<file path="config.mk">
export PLATFORM = sky130hd
export DESIGN_NAME = vjtag_readback_tx
export DESIGN_NICKNAME = d
export VERILOG_FILES = /design/src/rtl/vjtag_pkg.sv /design/src/rtl/vjtag_dr_shifter.sv /design/src/rtl/vjtag_readback_tx.sv
export SDC_FILE = /design/constraint.sdc
export NUM_CORES = 1
export LEC_CHECK = 0
export CAP_MARGIN = 10
export CORE_MARGIN = 2
export CORE_UTILIZATION = 41
export CTS_BUF_LIST = sky130_fd_sc_hd__clkbuf_4 sky130_fd_sc_hd__clkbuf_8
export CTS_CLUSTER_DIAMETER = 60
export DETAILED_ROUTE_END_ITERATION = 10
export SLEW_MARGIN = 20
export SYNTH_ARGS = -nofsm -noshare
export SYNTH_HDL_FRONTEND = slang
export SYNTH_HIERARCHICAL = 1
export SYNTH_SLANG_ARGS = --single-unit
</file>
<file path="constraint.sdc">
create_clock -name tck -period 1.75 [get_ports tck]
set_clock_uncertainty 0.05 [all_clocks]
set_input_delay 0.35 -clock tck [delete_from_list [all_inputs] [get_ports tck]]
set_output_delay 0.35 -clock tck [all_outputs]
set_load 0.03 [all_outputs]
</file>
<file path="src/rtl/vjtag_pkg.sv">
// Shared virtual-JTAG definitions: IR codes, default ID word and DR frame width helper.
package vjtag_pkg;
  localparam logic [1:0]  IR_READ_STATUS   = 2'b01;
  localparam logic [1:0]  IR_READ_ID       = 2'b10;
  localparam logic [15:0] ID_VALUE_DEFAULT = 16'hB1A5;

  function automatic int frame_w(input int data_w, input int seq_w, input bit parity);
    return data_w + seq_w + (parity ? 1 : 0);
  endfunction
endpackage

</file>
<file path="src/rtl/vjtag_dr_shifter.sv">
// Parallel-load, right-shift DR with a runtime serial insert position; bits above it clear.
module vjtag_dr_shifter #(
  parameter int W     = 17,
  parameter int POS_W = (W > 1) ? $clog2(W) : 1
) (
  input  logic             tck,
  input  logic             aclr,
  input  logic             load,
  input  logic             shift,
  input  logic [W-1:0]     load_val,
  input  logic [POS_W-1:0] ins_pos,
  input  logic             sin,
  output logic             sr0
);
  logic [W-1:0] sr, nxt;

  for (genvar gi = 0; gi < W; gi++) begin : g_bit
    if (gi < W-1) begin : g_mid
      assign nxt[gi] = (POS_W'(gi) == ins_pos) ? sin :
                       (POS_W'(gi) <  ins_pos) ? sr[gi+1] : 1'b0;
    end else begin : g_top
      assign nxt[gi] = (POS_W'(gi) == ins_pos) ? sin : 1'b0;
    end
  end

  always_ff @(posedge tck or posedge aclr) begin
    if (aclr)       sr <= '0;
    else if (load)  sr <= load_val;
    else if (shift) sr <= nxt;
  end

  assign sr0 = sr[0];
endmodule

</file>
<file path="src/rtl/vjtag_readback_tx.sv">
// FPGA-to-host virtual-JTAG readback: status/ID/bypass DRs shifted out on tdo in the tck domain.
// Optional macro VJTAG_TX_PARITY_EN appends an even-parity bit to the READ_STATUS frame.
module vjtag_readback_tx
  import vjtag_pkg::*;
#(
  parameter int              DATA_W   = 8,
  parameter int              SEQ_W    = 8,
  parameter int              ID_W     = 16,
  parameter logic [ID_W-1:0] ID_VALUE = ID_VALUE_DEFAULT,
  parameter int              CNT_W    = 6
) (
  input  logic              tck,
  input  logic              aclr,
  input  logic [1:0]        ir_in,
  input  logic              v_cdr,
  input  logic              v_sdr,
  input  logic              v_udr,
  input  logic              tdi,
  input  logic [DATA_W-1:0] status_in,
  output logic              tdo,
  output logic [SEQ_W-1:0]  seq_cnt,
  output logic              rd_done,
  output logic              short_flag
);
`ifdef VJTAG_TX_PARITY_EN
  localparam bit PARITY = 1'b1;
`else
  localparam bit PARITY = 1'b0;
`endif
  localparam int FRAME_W = frame_w(DATA_W, SEQ_W, PARITY);
  localparam int SR_W    = (FRAME_W > ID_W) ? FRAME_W : ID_W;
  localparam int POS_W   = (SR_W > 1) ? $clog2(SR_W) : 1;
  localparam logic [CNT_W-1:0] FRAME_CNT = CNT_W'(FRAME_W);

  logic             is_rs, is_id, shift, udr, bypass, sr0;
  logic [SR_W-1:0]  load_val;
  logic [POS_W-1:0] ins_pos;
  logic [CNT_W-1:0] bitcnt;

  assign is_rs = (ir_in == IR_READ_STATUS);
  assign is_id = (ir_in == IR_READ_ID);
  assign shift = v_sdr & ~v_cdr;
  assign udr   = v_udr & ~v_cdr & ~v_sdr;

  always_comb begin
    load_val = '0;
    if (is_rs) begin
      load_val[DATA_W-1:0]    = status_in;
      load_val[DATA_W+:SEQ_W] = seq_cnt;
`ifdef VJTAG_TX_PARITY_EN
      load_val[FRAME_W-1]     = ^{seq_cnt, status_in};
`endif
    end else if (is_id) begin
      load_val[ID_W-1:0] = ID_VALUE;
    end
  end

  // Inserting tdi at the top of the active frame makes overshift echo tdi delayed by the frame width.
  assign ins_pos = is_rs ? POS_W'(FRAME_W-1) : is_id ? POS_W'(ID_W-1) : '0;

  vjtag_dr_shifter #(.W(SR_W), .POS_W(POS_W)) u_dr (
    .tck      (tck),
    .aclr     (aclr),
    .load     (v_cdr),
    .shift    (shift),
    .load_val (load_val),
    .ins_pos  (ins_pos),
    .sin      (tdi),
    .sr0      (sr0)
  );

  always_ff @(posedge tck or posedge aclr) begin
    if (aclr) begin
      bypass     <= 1'b0;
      bitcnt     <= '0;
      seq_cnt    <= '0;
      rd_done    <= 1'b0;
      short_flag <= 1'b0;
    end else begin
      rd_done <= 1'b0;
      if (v_cdr) begin
        bypass <= 1'b0;
        bitcnt <= '0;
      end else if (v_sdr) begin
        bypass <= tdi;
        if (bitcnt != '1) bitcnt <= bitcnt + 1'b1;
      end else if (udr && is_rs) begin
        if (bitcnt >= FRAME_CNT) begin
          seq_cnt <= seq_cnt + 1'b1;
          rd_done <= 1'b1;
        end else begin
          short_flag <= 1'b1;
        end
      end
    end
  end

  assign tdo = (is_rs | is_id) ? sr0 : bypass;
endmodule

</file>
==> run_results.csv <==
group,metric,value,unit
global_route,busiest_layer,"met2",
pwr,cellLeakagePower,1.39,nW
timing,period_share,0.971,
status,run_status,"finished clean",
worst_setup_path,ff2ff_path_depth,4,
worst_setup_path,start_kind,"flop",
final_layout,final_nets,311,
logic_synthesis,synth-edff-count,0,
global_route,grt_first_pass_wirelength,8260,microns
floorplan,rows,26,
global_route,grtUsageMet1,0.254,
final_layout,area_growth,37.4,%
floorplan,fp.dieH,75.8,microns
timing,setup_violations,0,
logic_synthesis,syn-cell-area,2110,sq um
pwr,ir_worst_vdd,0.450,mV
logic_synthesis,synth-seq-cells,33,
clock_network,cts_root_buf,"clkbuf_8",
timing,hold_violations,0,
logic_synthesis,yosysTopAreaCellShare,0.391,
logic_synthesis,synth_warnings,6,
clock_network,cts.sinks,33,
routing,drtIter0Drc,81,
timing,maxSlewHeadroom,0.694,
worst_setup_path,cp_max_fo,1,
global_route,antenna_found_initial,0,
logic_synthesis,ys.flop_type,"dfrtp_1",
routing,drt_wl_total,4940,microns
timing,tightest_slew,457,ps
final_layout,drive_above_1_share,0.250,
placement,post-place-ws,-736,ps
floorplan,initial_core_util,0.419,
run,maxCapViolCount,0,
clock_network,clock_latency,290,ps
placement,portBuffers,26,
placement,dpl.hpwl,3630,microns
floorplan,die_x,75.8,microns
worst_setup_path,crit_required,1350,ps
worst_setup_path,critPathArrivalTime,1300,ps
logic_synthesis,synthDistinctLibCells,53,
worst_hold_path,hold_path.class,"input pin to async pin",
floorplan,ios,27,
timing,grt_setup_unrepaired,"false",
timing,fin_ws,50.3,ps
worst_setup_path,cp_top_family,"buffers and inverters",
clock_network,cts_tree,"built",
clock_network,clk_pin_slew,80,ps
routing,drc,0,
global_route,grtUsageMet3,0.0410,
logic_synthesis,synth.avg_cell_area,8.85,sq um
final_layout,utilization,0.576,
logic_synthesis,synthesis.nets,259,
logic_synthesis,ys_seq_area_frac,0.391,
timing,drv_slew,0,
placement,place.gp.congestion,0.873,
routing,dr.pass1.iters,4,
routing,via_per_inst,5.18,
logic_synthesis,async_reset_ff_frac,1.00,
global_route,grt_pass1_vias,1752,
clock_network,cts_buffer_depth,2,
routing,wire_per_inst,13.6,microns
floorplan,core-area,5040,sq um
final_layout,diodes,0,
worst_setup_path,path_cells,"clkdlybuf4s50_1",
floorplan,die_area,5750,sq um
timing,max_freq,588,MHz
worst_setup_path,crit_slowest_cell,"clkdlybuf4s50_1",
worst_setup_path,worstSetupEndpointType,"primary output",
global_route,grtUsageTotal,0.192,
worst_setup_path,max_stage_delay,670,ps
final_layout,final_common_cell,"nand2_1",
clock_network,cts_htree_levels,2,
worst_setup_path,crit_cells,1,
routing,antenna_left,0,
logic_synthesis,yosys.area.top_type,"dfrtp_1",
routing,vias,1876,
timing,period_needed,1700,ps
global_route,gr-total-overflow,0,
clock_network,cts_hold_buffers,0,
global_route,grt_max_degree,18,
final_layout,layout_common_cells,"nand2_1, dfrtp_1, buf_4",
logic_synthesis,syn-instance-count,239,
pwr,power_density,702,nW/um^2
worst_setup_path,worstSetupPathType,"flop to primary output",
global_route,grt.met2_usage,0.316,
worst_setup_path,cp.buffers_inverters,1,
clock_network,numCtsBuffers,5,
logic_synthesis,synth_area_leaders,"dfrtp_1, nand2_1, o21ai_0",
[worst register-to-register path: stages, from the launching register on]
cell,delay (ps)
dfrtp_1,410
ha_1,270
and4b_2,290
a31oi_1,220
o22ai_1,100
[synthesized netlist by cell type, types with 2 or more instances]
cell / instances
nor3_1: 5
nor2b_1: 3
a21oi_1: 7
o21ai_0: 14
nand4b_1: 3
clkbuf_1: 7
and3_1: 2
nor2_1: 14
buf_6: 4
o211ai_1: 4
a211oi_1: 4
nor3b_1: 6
xor2_1: 7
o21ai_1: 3
a31oi_1: 4
nand3_1: 7
buf_2: 8
ha_1: 4
o22ai_1: 2
dfrtp_1: 33
a311oi_1: 3
buf_4: 2
o31ai_1: 3
nand2_1: 35
a21o_1: 5
inv_1: 10
and2_1: 8
o311ai_1: 2
mux2_2: 3
mux2i_1: 4
[cells by family after synthesis]
family,after synthesis,synth area share
flip-flops,33,0.391
XOR/XNOR,7,0.0290
adder cells (fa/ha/maj),4,0.0237
AO/OA/AOI/OAI,59,0.185
multiplexers,8,0.0402
buffers and inverters,31,0.0775
AND/OR/NAND/NOR,97,0.254
[through the flow]
step / setup TNS [ps] / total power, mW / area [sq um] / std cells / hold WS, ps
finish: 0 / 2.04 / 2910 / 362 / 345
CTS: 0 / 2.06 / 2900 / 362 / 354
floorplan: 0 / 1.09 / 2120 / 239 / 214
detailed placement: -13050 / 1.26 / 2660 / 352 / 408
global placement: -12540 / 1.26 / 2660 / 352 / 414
global route: 0 / 2.16 / 2910 / 362 / 380
[registers in the layout, indices dropped and copies added, names as in the netlist]
register	count
seq_cnt	8
bypass	1
short_flag	1
bitcnt	6
u_dr/sr	16
rd_done	1
[cell type report]
cell class	count	area, sq um
Sequential cell	33	826
Fill cell	452	2140
Clock inverter	3	46.3
Inverter	10	45.0
Multi-Input combinational cell	175	1210
Clock buffer	5	68.8
Timing Repair Buffer	66	626
Tap cell	70	87.6
[power by group]
group / total [mW] / switching [mW] / internal (mW)
registers: 0.830 / 0.0266 / 0.803
logic: 0.476 / 0.231 / 0.245
clock network: 0.733 / 0.307 / 0.426
total: 2.04 / 0.564 / 1.47
[routing by layer]
metal / vias up / wire, microns
li1: 958 / -
met4: 0 / 68
met5: - / 0
met3: 9 / 178
met2: 50 / 2380
met1: 859 / 2310
[worst paths after layout]
check	end	startpoint	slack, ps
max in group asynchronous	u_dr/sr[10]$_DFFE_PP0P_	aclr	1100
min in group tck	short_flag$_DFFE_PP0P_	short_flag$_DFFE_PP0P_	440
max reg2reg	bitcnt[1]$_DFFE_PP0P_	bitcnt[0]$_DFFE_PP0P_	280
min reg2reg	short_flag$_DFFE_PP0P_	short_flag$_DFFE_PP0P_	440
min	short_flag$_DFFE_PP0P_	aclr	350
max	rd_done	rd_done$_DFF_PP0_	50
[repair_timing]
action | in CTS | in global routing
pin swaps | 7 | 2
setup buffers | 1 | 0
gates cloned | 1 | 0
gates resized for setup | 39 | 7
endpoints found under the hold margin | 0 | 0
setup endpoints to repair | 24 | 14
Note: power is estimated with default switching activity, not from simulation.
==> RTL change 1, RTL diff (same settings) <==
Change the parameter `CNT_W` from 6 to 4.
--- a/src/rtl/vjtag_readback_tx.sv
+++ b/src/rtl/vjtag_readback_tx.sv
@@ -8,5 +8,5 @@
   parameter int              ID_W     = 16,
   parameter logic [ID_W-1:0] ID_VALUE = ID_VALUE_DEFAULT,
-  parameter int              CNT_W    = 6
+  parameter int              CNT_W    = 4
 ) (
   input  logic              tck,
Function: changed (Yosys sat finds a counterexample within 4 cycles, from zero or initial values).
==> RTL change 1 against the original RTL <==
Routed wire length down 14%; synthesized cell count down 16%; first-iteration DRC count down 20%; hold slack worse by 0.015 ns; total power down 18%; cell area down 20%; sequential cell count down 7; maximum frequency up 1.2%; clock power down 52%; worst setup slack better by 0.021 ns; area after synthesis down 19%; global-route usage up 1.3 points; non-clock buffer count down 10.
==> RTL change 1: results (changes against the original RTL) <==
Parameter                              Value

Clock network
  Total clock buffers created by CTS    3 (-2)
  Deepest clock path buffer count    2 (unchanged)
  Count of buffers added by post-CTS timing repair for setup    0 (-1)
  Maximum level of the CTS H-tree    1 (-1)
  Root buffer cell    sky130_fd_sc_hd__clkbuf_8
  Clock latency on the worst-skew pair    0.27 ns (-0.02 ns)
  Reg clk slew, reported paths    0.09 ns

Synth
  Number of different library cells in the post-synthesis netlist    45 (-15%)
  List of most frequent post-synthesis cells    sky130_fd_sc_hd__nand2_1, sky130_fd_sc_hd__dfrtp_1, sky130_fd_sc_hd__nor2_1
  Cell types occupying the most area after synthesis    sky130_fd_sc_hd__dfrtp_1, sky130_fd_sc_hd__nand2_1, sky130_fd_sc_hd__o21ai_0, sky130_fd_sc_hd__and2_1, sky130_fd_sc_hd__nor2_1
  Post-Synthesis Net Count    220 (-15%)
  Share of synthesized registers carrying an async set or reset    1.00 (unchanged)
  Yosys Warn Count    6 (unchanged)
  Sequential share of the synthesized area    0.381 (-0.00930)
  Number of synthesized flops with an enable pin    0 (unchanged)

Finish
  Number of diodes added for antenna fixing    0 (unchanged)
  Number of fillers in the final layout    360 (-20%)
  Largest register FFs    16 (unchanged)
  Largest regs    u_dr/sr (16), seq_cnt (8)
  Share of post-route cells with drive strength above 1    0.199 (-0.0508)
  Layout Nets    262 (-16%)

Drt
  Overall routed net length    4260 microns (-14%)
  1st-iter DRT viols    65 (-20%)
  Total number of vias    1,577 (-16%)
  Pre-antenna DRT Iters    4 (unchanged)

Run status
  Result of the run    finished clean

Power and ir drop
  Leakage power of the design    1.13 nW (-19%)
  Worst VDD drop    0.000587 V (+31%)

Critical path
  Top fanout value on the critical path    10 (+9)
  Delay of the slowest critical-path stage    0.29 ns (-0.38 ns)
  Category of cells accounting for the largest share of critical-path delay    buffers and inverters
  Arr. time, crit path    1.80 ns (+0.50 ns)
  Master of the slowest instance on the critical path    sky130_fd_sc_hd__ha_4

Placed design
  Count of input and output buffers    25 (-3.8%)
  Final weighted congestion of routability-driven global placement    0.798 (-8.6%)
  Setup slack after placement    -0.747 ns (-0.0112 ns)
  Detailed-placement wirelength estimate    3130 microns (-14%)

Global routing
  Antenna violations before repair    0 (unchanged)
  Pin count of the biggest net entering global routing    30 (+12)
  First-pass GRT wire length    7130 microns (-14%)
  Number of global-route vias before repair    1,524 (-13%)
  Overall Global Routing Usage    0.205 (+0.0125)

Min path
  Worst hold path class    in2async

STA
  Number of hold violations in the final report    0 (unchanged)
-- RTL change 1: changes by cell type after synthesis, sizes merged, moves of 2 or more --
| cell | change |
|---|---|
| a211oi | -2 |
| a31oi | -2 |
| dfrtp | -7 |
| inv | -3 |
| nor2 | -2 |
| nor3 | -3 |
| o21ai | -2 |
| xnor2 | +3 |
| xor2 | -3 |
-- RTL change 1: timing repair --
action / 4_1_cts / 5_1_grt
cloned: 2 / 0
endpoints found under the setup margin: 24 / 8
pin swaps: 6 / 5
resized for setup: 29 / 4
-- RTL change 1: stage by stage --
stage               setup TNS [ns]  instance area [sq um]  total power [W]  utilization  instances
floorplan                        0                   1710          0.00107            -        201
global placement            -10.57                   2190          0.00129        0.547        287
detailed placement          -11.96                   2190          0.00131        0.547        287
CTS                              0                   2310          0.00170        0.578        292
global route                     0                   2320          0.00178        0.579        291
finish                           0                   2320          0.00168        0.579        291
-- RTL change 1: cells by family (layout without fill, tap and decap cells) --
| logic type | after synthesis | count (layout) | synth area share |
|---|---|---|---|
| flip-flops | 26 | 26 | 0.381 |
| other | 1 | 1 | 0.00220 |
| multiplexers | 6 | 6 | 0.0374 |
| AO/OA/AOI/OAI | 47 | 47 | 0.178 |
| buffers and inverters | 26 | 66 | 0.0784 |
| AND/OR/NAND/NOR | 85 | 85 | 0.265 |
| XOR/XNOR | 7 | 7 | 0.0359 |
| adder cells (fa/ha/maj) | 3 | 3 | 0.0220 |
-- RTL change 1: path summary, 6_finish.rpt --
check | startpoint | endpoint | slack, ns | depth (start not counted)
setup reg to reg | seq_cnt[0] | seq_cnt[6] | 0.46 | 4
hold / removal | aclr | bypass | 0.33 | 2
max in group asynchronous | aclr | seq_cnt[4] | 1.04 | 2
min in group tck | seq_cnt[7] | seq_cnt[7] | 0.46 | 1
setup / recovery | ir_in[1] | u_dr/sr[0] | 0.07 | 8
hold reg to reg | seq_cnt[7] | seq_cnt[7] | 0.46 | 1
-- RTL change 1: per-layer routing --
| layer | track usage | routed length, microns | up-vias |
|---|---|---|---|
| met3 | 0.0276 | 138 | 2 |
| met5 | 0 | 0 | - |
| met1 | 0.249 | 1870 | 765 |
| met2 | 0.377 | 2230 | 35 |
| li1 | - | - | 775 |
| met4 | 0.0525 | 20 | 0 |
-- RTL change 1: layout make-up --
class                   count  area [sq um]  share of cell area
multi-input cells         149           956               0.413
flip-flops and latches     26           651               0.281
clock buffers               3          41.3              0.0178
well taps                  50          62.6              0.0270
inverters                   7          31.3              0.0135
repair buffers             56           576               0.248
-- RTL change 1: power breakdown --
group | leakage (nW) | switching, W | internal [W] | total, W
logic | 0.761 | 0.000308 | 0.000299 | 0.000607
clock network | 0.0216 | 0.000194 | 0.000155 | 0.000349
registers | 0.345 | 0.0000588 | 0.000666 | 0.000725
total | 1.13 | 0.000561 | 0.00112 | 0.00168
